<file path="src/rtl/grant_decoder3to8_pkg.sv">
// Shared types and defaults for the registered 3-to-8 grant decoder.
//   state_e     : controller states (idle, grant held, waiting for ack release)
//   N_OUT_DEF   : default number of grant lines
//   CODE_W      : default code width (log2 of N_OUT_DEF)
//   TIMEOUT_DEF : default grant hold limit in cycles (timeout build only)
package grant_dec_pkg;

  typedef enum logic [1:0] {
    StIdle    = 2'd0,
    StGrant   = 2'd1,
    StRelease = 2'd2
  } state_e;

  localparam int unsigned N_OUT_DEF   = 8;
  localparam int unsigned CODE_W      = 3;
  localparam int unsigned TIMEOUT_DEF = 16;

endpackage

</file>
<file path="src/rtl/grant_decoder3to8_onehot_decode.sv">
// Purely combinational binary-to-one-hot decoder.
//   code_i   : binary index
//   onehot_o : bit code_i set, all others clear (all-zero if code_i >= NOut)
import grant_dec_pkg::*;

module onehot_decode #(
  parameter int unsigned CodeW = CODE_W,
  parameter int unsigned NOut  = N_OUT_DEF
) (
  input  logic [CodeW-1:0] code_i,
  output logic [NOut-1:0]  onehot_o
);

  // Compare against every line index so a non-power-of-two NOut never indexes out of range.
  always_comb begin
    onehot_o = '0;
    for (int unsigned i = 0; i < NOut; i++) begin
      if (code_i == CodeW'(i)) begin
        onehot_o[i] = 1'b1;
      end
    end
  end

endmodule

</file>
<file path="src/rtl/grant_decoder3to8.sv">
// Registered grant decoder: accepts a code over valid/ready, drives a held one-hot grant to
// the addressed target and waits for a 4-phase ack (ack rises, then falls) before idling.
// Optional macro GRANT_DECODER_TIMEOUT_EN: abort a grant that is not acked within TIMEOUT
// cycles, pulsing timeout_err and returning straight to idle.
//   clk, rst    : clock, synchronous active-high reset
//   in_valid    : in_code is valid
//   in_code     : index of the line to grant
//   in_ready    : can accept a code (idle and not in reset)
//   ack         : per-line acknowledge; only the addressed bit is observed
//   out_grant   : registered one-hot grant, zero when not granting
//   busy        : transaction in progress (grant or release phase)
//   last_code   : most recently accepted code
//   timeout_err : one-cycle pulse on timeout abort (constant 0 without the macro)
import grant_dec_pkg::*;

module grant_decoder3to8 #(
  parameter int unsigned N_OUT   = N_OUT_DEF,
  parameter int unsigned TIMEOUT = TIMEOUT_DEF
) (
  input  logic                       clk,
  input  logic                       rst,
  input  logic                       in_valid,
  input  logic [$clog2(N_OUT)-1:0]   in_code,
  output logic                       in_ready,
  input  logic [N_OUT-1:0]           ack,
  output logic [N_OUT-1:0]           out_grant,
  output logic                       busy,
  output logic [$clog2(N_OUT)-1:0]   last_code,
  output logic                       timeout_err
);

  localparam int unsigned CodeW = $clog2(N_OUT);

  if (TIMEOUT < 2) begin : g_timeout_chk
    $error("grant_decoder3to8: TIMEOUT must be at least 2");
  end

  state_e           state_q, state_d;
  logic [CodeW-1:0] code_q, code_d;
  logic [N_OUT-1:0] grant_q, grant_d;
  logic [N_OUT-1:0] dec_grant;
  logic             busy_q, busy_d;
  logic             err_q, err_d;
  logic             ack_sel;
  logic             timeout_hit;

  onehot_decode #(
    .CodeW (CodeW),
    .NOut  (N_OUT)
  ) u_onehot_decode (
    .code_i   (in_code),
    .onehot_o (dec_grant)
  );

  assign ack_sel  = ack[code_q];
  assign in_ready = (state_q == StIdle) & ~rst;

`ifdef GRANT_DECODER_TIMEOUT_EN
  localparam int unsigned     CntW    = $clog2(TIMEOUT);
  localparam logic [CntW-1:0] CntLast = CntW'(TIMEOUT - 1);

  logic [CntW-1:0] cnt_q, cnt_d;

  // Counter holds (grant cycles already elapsed - 1); reaching CntLast at an edge means the
  // grant has been visible for TIMEOUT cycles. Saturates so it can never wrap.
  always_comb begin
    cnt_d = cnt_q;
    if (state_q == StIdle && in_valid) begin
      cnt_d = '0;
    end else if (state_q == StGrant && cnt_q != CntLast) begin
      cnt_d = cnt_q + 1'b1;
    end
  end

  always_ff @(posedge clk) begin
    if (rst) begin
      cnt_q <= '0;
    end else begin
      cnt_q <= cnt_d;
    end
  end

  assign timeout_hit = (cnt_q == CntLast);
`else
  assign timeout_hit = 1'b0;
`endif

  always_comb begin
    state_d = state_q;
    code_d  = code_q;
    grant_d = grant_q;
    busy_d  = busy_q;
    err_d   = 1'b0;
    unique case (state_q)
      StIdle: begin
        if (in_valid) begin
          state_d = StGrant;
          code_d  = in_code;
          grant_d = dec_grant;
          busy_d  = 1'b1;
        end
      end
      StGrant: begin
        // A real ack wins over a timeout landing on the same edge.
        if (ack_sel) begin
          state_d = StRelease;
          grant_d = '0;
        end else if (timeout_hit) begin
          state_d = StIdle;
          grant_d = '0;
          busy_d  = 1'b0;
          err_d   = 1'b1;
        end
      end
      StRelease: begin
        if (!ack_sel) begin
          state_d = StIdle;
          busy_d  = 1'b0;
        end
      end
      default: begin
        state_d = StIdle;
        grant_d = '0;
        busy_d  = 1'b0;
      end
    endcase
  end

  always_ff @(posedge clk) begin
    if (rst) begin
      state_q <= StIdle;
      code_q  <= '0;
      grant_q <= '0;
      busy_q  <= 1'b0;
      err_q   <= 1'b0;
    end else begin
      state_q <= state_d;
      code_q  <= code_d;
      grant_q <= grant_d;
      busy_q  <= busy_d;
      err_q   <= err_d;
    end
  end

  assign out_grant   = grant_q;
  assign busy        = busy_q;
  assign last_code   = code_q;
  assign timeout_err = err_q;

endmodule

</file>
<file path="config.mk">
export PLATFORM = sky130hd
export DESIGN_NAME = grant_decoder3to8
export DESIGN_NICKNAME = d
export VERILOG_FILES = /design/src/rtl/grant_decoder3to8_pkg.sv /design/src/rtl/grant_decoder3to8_onehot_decode.sv /design/src/rtl/grant_decoder3to8.sv
export SDC_FILE = /design/constraint.sdc
export NUM_CORES = 1
export LEC_CHECK = 0
export ABC_AREA = 1
export BUFFER_PORTS_ARGS = -buffer_cell sky130_fd_sc_hd__buf_2
export CORE_MARGIN = 5
export CORE_UTILIZATION = 40
export CTS_BUF_LIST = sky130_fd_sc_hd__clkbuf_16
export CTS_CLUSTER_DIAMETER = 40
export CTS_CLUSTER_SIZE = 20
export DETAILED_ROUTE_END_ITERATION = 7
export PLACE_DENSITY = 0.67
export SYNTH_ARGS = -nofsm -noshare
export SYNTH_HDL_FRONTEND = slang
export SYNTH_SLANG_ARGS = --single-unit
</file>
<file path="constraint.sdc">
create_clock -name clk -period 2 [get_ports clk]
set_input_delay 0.5 -clock clk [delete_from_list [all_inputs] [get_ports clk]]
set_output_delay 0.5 -clock clk [all_outputs]
set_load 0.03 [all_outputs]
</file>
Word-level counts from Yosys, hierarchy flattened
Cells that the tools add are included.
{ "totals": {"output_inout_bits": 14, "reg_bits": 14, "latchBits": 0, "mem_bits_rw": 0, "input_bits": 14, "memories": 0, "mem_bits_ro": 0, "word_cells": 47} }
{ "classes": {"n_div": 0, "mul": 0, "n_bitwise": 4, "n_eq_ne": 12, "n_shift": 0, "n_lt_le_gt_ge": 1, "add_sub_neg": 0, "n_mux": 20, "n_reduce_logical": 6} }
{ "ops": {"columns": ["op", "n"], "rows": [
  ["8-bit case mux with 3 select lines", 1],
  ["8-bit two-way mux", 2],
  ["3-bit equality test (second input constant)", 4],
  ["1-bit two-way mux", 11],
  ["3-bit AND reduction", 3],
  ["3-bit by 2-bit equality test with 1-bit output (second input constant)", 2],
  ["2-bit two-way mux", 3],
  ["2-bit != test (second input constant)", 3],
  ["2-bit case mux with 3 select lines", 1],
  ["3-bit by 4-bit < comparator with 1-bit output (second input constant)", 1],
  ["1-bit binary-select mux with 3-bit select", 1],
  ["3-bit by 1-bit equality test with 1-bit output (second input constant)", 1],
  ["3-bit zero test", 1],
  ["1-bit NOT", 3],
  ["1-bit case mux with 3 select lines", 1],
  ["2-bit by 1-bit equality test with 1-bit output (second input constant)", 1],
  ["2-bit equality test (second input constant)", 1],
  ["2-bit zero test", 1],
  ["2-bit AND reduction", 1],
  ["1-bit AND", 1]
]} }

Longest topological paths before layout
{ "depth": {"depth_word": 4, "depth_mapped": 10, "depth_no_buf": 10} }

Modules after synthesis
Synthesis repeated with hierarchy kept, for this count alone.
{ "unflattened": {"cells_unflattened": 143, "area_unflattened_um2": 838.3} }
{ "by_module_without_submodules": {"columns": ["mod", "seq_area_each_um2", "cells_each", "area_per_inst_um2", "instances"], "rows": [
  ["grant_decoder3to8", 280.3, 128, 782.0, 1],
  ["onehot_decode", 0.0, 15, 56.3, 1]
]} }

Worst setup path after synthesis
Ideal clock, no wire load.
{ "synth_path": {"kind": "register to output", "from": "register state_q[1]", "to": "output port in_ready", "setup_slack_ns": 0.568, "n_path_buf": 0, "t_arrival_ns": 0.932, "t_required_ns": 1.500, "path_stages_with_launch": 4, "path_cell_list": "dfxtp_1 > nor2_1 > inv_1 > nor2_1"} }
{ "synth_between": {"elab_chain_cells": 2} }
{ "synth_rtl": {"columns": ["element", "line", "rtl"], "rows": [
  ["start: declaration", "grant_decoder3to8.sv:38", "state_e state_q, state_d;"],
  ["start signal: assignment", "grant_decoder3to8.sv:131", "state_q <= StIdle;"],
  ["start signal: assignment", "grant_decoder3to8.sv:137", "state_q <= state_d;"],
  ["2-bit zero test", "grant_decoder3to8.sv:56", "assign in_ready = (state_q == StIdle) & ~rst;"],
  ["1-bit AND", "grant_decoder3to8.sv:56", null],
  ["end: declaration", "grant_decoder3to8.sv:24", "output logic in_ready,"]
]} }
Every way passes these cells.

Final worst setup path
Ends and elaborated chain as after synthesis.

==> metrics.md <==
| Metric | Value |
|---|---|
| Clock Latency Late Sink | `0.24 ns` |
| Final nets | `165` |
| Peak VDD IR | `0.466 mV` |
| Drt pass-1 iters | `4` |
| Post-synthesis cell count | `122` |
| Gpl congestion | `0.792` |
| Chip width | `53.5 um` |
| Clk root buf | `clkbuf_16` |
| DP HPWL | `1280 um` |
| Pleak | `0.557 nW` |
| Seq/Total Area, Yosys | `37.0%` |
| H-Tree Depth | `1` |
| Netlist Area Pre-Place | `758 um2` |
| Final std cells w/o fill | `174` |
| Placed cells | `171` |
| GR Overflow Total | `0` |
| Io pins | `28` |
| Worst Setup Start Kind | `register` |
| Number of global-route vias before repair | `736` |
| Endpoints failing setup | `0` |
| Initial drt markers | `9` |
| Fin crit period | `1.62 ns` |
| PostCTS Resize Cnt | `0` |
| Routed len/inst | `9.42 um` |
| Crit. End Element | `primary output` |
| Drt drc | `0` |
| Setup skew after layout | `0.000800 ns` |
| Num CTS Buffers | `3` |
| Area of the core | `1760 um2` |
| Clock Tree Buf Depth | `2` |
| ANT nets after route | `0` |
| Setup repair bufs after CTS | `0` |
| Die Y | `53.5 um` |
| Worst EP required | `1.50 ns` |
| Pin count of the biggest net entering global routing | `13` |
| Setup TNS | `0 ns` |
| Status | `finished clean` |
| #FFs+latches synth | `14` |
| Syn Nets | `136` |
| Vias post-DR | `776` |
| Avg Inst Size Synth | `6.21 um2` |
| Site row count | `15` |
| Post-layout util | `55.7%` |
| Starting Density | `43.0%` |
| DR vias/cell | `4.46` |
| RSZ-0062 raised after global routing | `no` |
| Highest Clock Rate | `0.618 GHz` |
| Arrival time at the worst endpoint | `1.12 ns` |
| Hold_ws | `0.470 ns` |
| GRT Util Overall | `13.7%` |
| Crit share post-route | `80.9%` |
| Unique masters post-synth | `17` |
| Antenna Cells | `0` |
| CTS sink cnt | `14` |
| Clock Pin Slew Worst Setup and Hold Paths | `0.04 ns` |
| Buffers added on ports | `26` |
| FILL cells | `183` |
| HP Class | `in -> reg` |
| Hold_buf cts | `0` |
| Worst hold stages | `2` |
| Pwr Density | `988 nW/um2` |
| CP max FO | `5` |
| TritonCTS clock tree | `built` |
| Max-capacitance violation count | `0` |
| Synth warn | `0` |
| Die Footprint | `2870 um2` |
| R2R depth | `10` |
| Layout cells sized above 1 | `24.8%` |
| Number of antenna violations at the first check in global routing | `0` |
| First-pass GRT wire length | `2860 um` |
| Critical path class | `reg -> out` |
| Area grow syn2layout | `29.5%` |
| Final hold violations | `0` |
| Max Slew Vio Count | `0` |
| Drt total wl | `1640 um` |
metal layers:
layer | up-vias | track usage (%) | share of wire (%)
met3 | 5 | 4.16 | 6.2
met4 | 0 | 7.66 | 2.3
met5 | - | 0 | 0
met1 | 327 | 16.0 | 48
met2 | 22 | 22.2 | 43
li1 | 422 | - | -
cell usage after synthesis:
cell type / n / share of area (%)
inv_2: 1 / 0.49
a211oi_1: 1 / 0.99
nand2_4: 2 / 3.0
or2_2: 1 / 0.83
a21oi_1: 8 / 5.3
o21ai_2: 1 / 1.2
buf_2: 1 / 0.66
nand3_1: 9 / 5.9
dfxtp_1: 14 / 37
nor2_1: 24 / 12
nand2_2: 1 / 0.83
o21ai_0: 4 / 2.6
buf_4: 1 / 0.99
nand3_2: 2 / 2.6
conb_1: 1 / 0.49
inv_1: 24 / 12
nand2_1: 27 / 13
sequential cells by signal, summed over array words and instances, names as in the netlist:
register / flops
state_q: 2
busy: 1
out_grant: 8
last_code: 3
report_power, final:
| part | internal (mW) | leakage, nW | switching [mW] | total (mW) |
|---|---|---|---|---|
| sequential | 0.314 | 0.116 | 0.0206 | 0.335 |
| combinational | 0.0868 | 0.405 | 0.187 | 0.274 |
| clock | 0.260 | 0.0370 | 0.101 | 0.362 |
cell families (layout without fill, tap and decap cells):
kind of cell / count (synthesis) / count (layout) / synth area share, %
AO/OA/AOI/OAI: 14 / 14 / 10.1
buffers and inverters: 27 / 54 / 14.0
flip-flops: 14 / 14 / 37.0
other: 1 / 1 / 0.495
AND/OR/NAND/NOR: 66 / 66 / 38.5
metrics by stage:
stage	setup WS, ns	instance area (um2)	power (mW)
floorplan	0.568	758	0.545
global placement	0.563	907	0.611
detailed placement	0.525	907	0.615
CTS	0.375	982	0.982
global route	0.301	982	1.04
finish	0.382	982	0.970
layout by cell type (no fill, tap or decap):
| master | count |
|---|---|
| a211oi_1 | 1 |
| o21ai_0 | 4 |
| conb_1 | 1 |
| inv_2 | 1 |
| nand3_1 | 9 |
| a21oi_1 | 8 |
| buf_2 | 26 |
| nor2_1 | 24 |
| nand2_4 | 2 |
| clkbuf_16 | 3 |
| inv_1 | 24 |
| nand2_2 | 1 |
| nand3_2 | 2 |
| or2_2 | 1 |
| dfxtp_1 | 14 |
| nand2_1 | 27 |
| o21ai_2 | 1 |
worst max-delay path, cell delays in order, from the launching register on:
cell and delay (ns):
dfxtp_1 0.34, nor2_1 0.16, inv_1 0.08, nor2_1 0.09
buf_2 0.20
worst paths after layout:
kind / from / slack (ns) / endpoint
max: state_q[1] / 0.38 / in_ready
min: rst / 0.47 / state_q[0]
max reg2reg: last_code[0] / 0.71 / out_grant[0]
min reg2reg: out_grant[7] / 0.48 / out_grant[7]
layout make-up:
class,instances,area (um2),area share (%)
multi-input cells,81,372,37.8
flip-flops and latches,14,280,28.5
repair buffers,26,130,13.2
inverters,25,93.8,9.55
clock buffers,3,75.1,7.64
well taps,25,31.3,3.18
(Power assumes the default switching activity.)
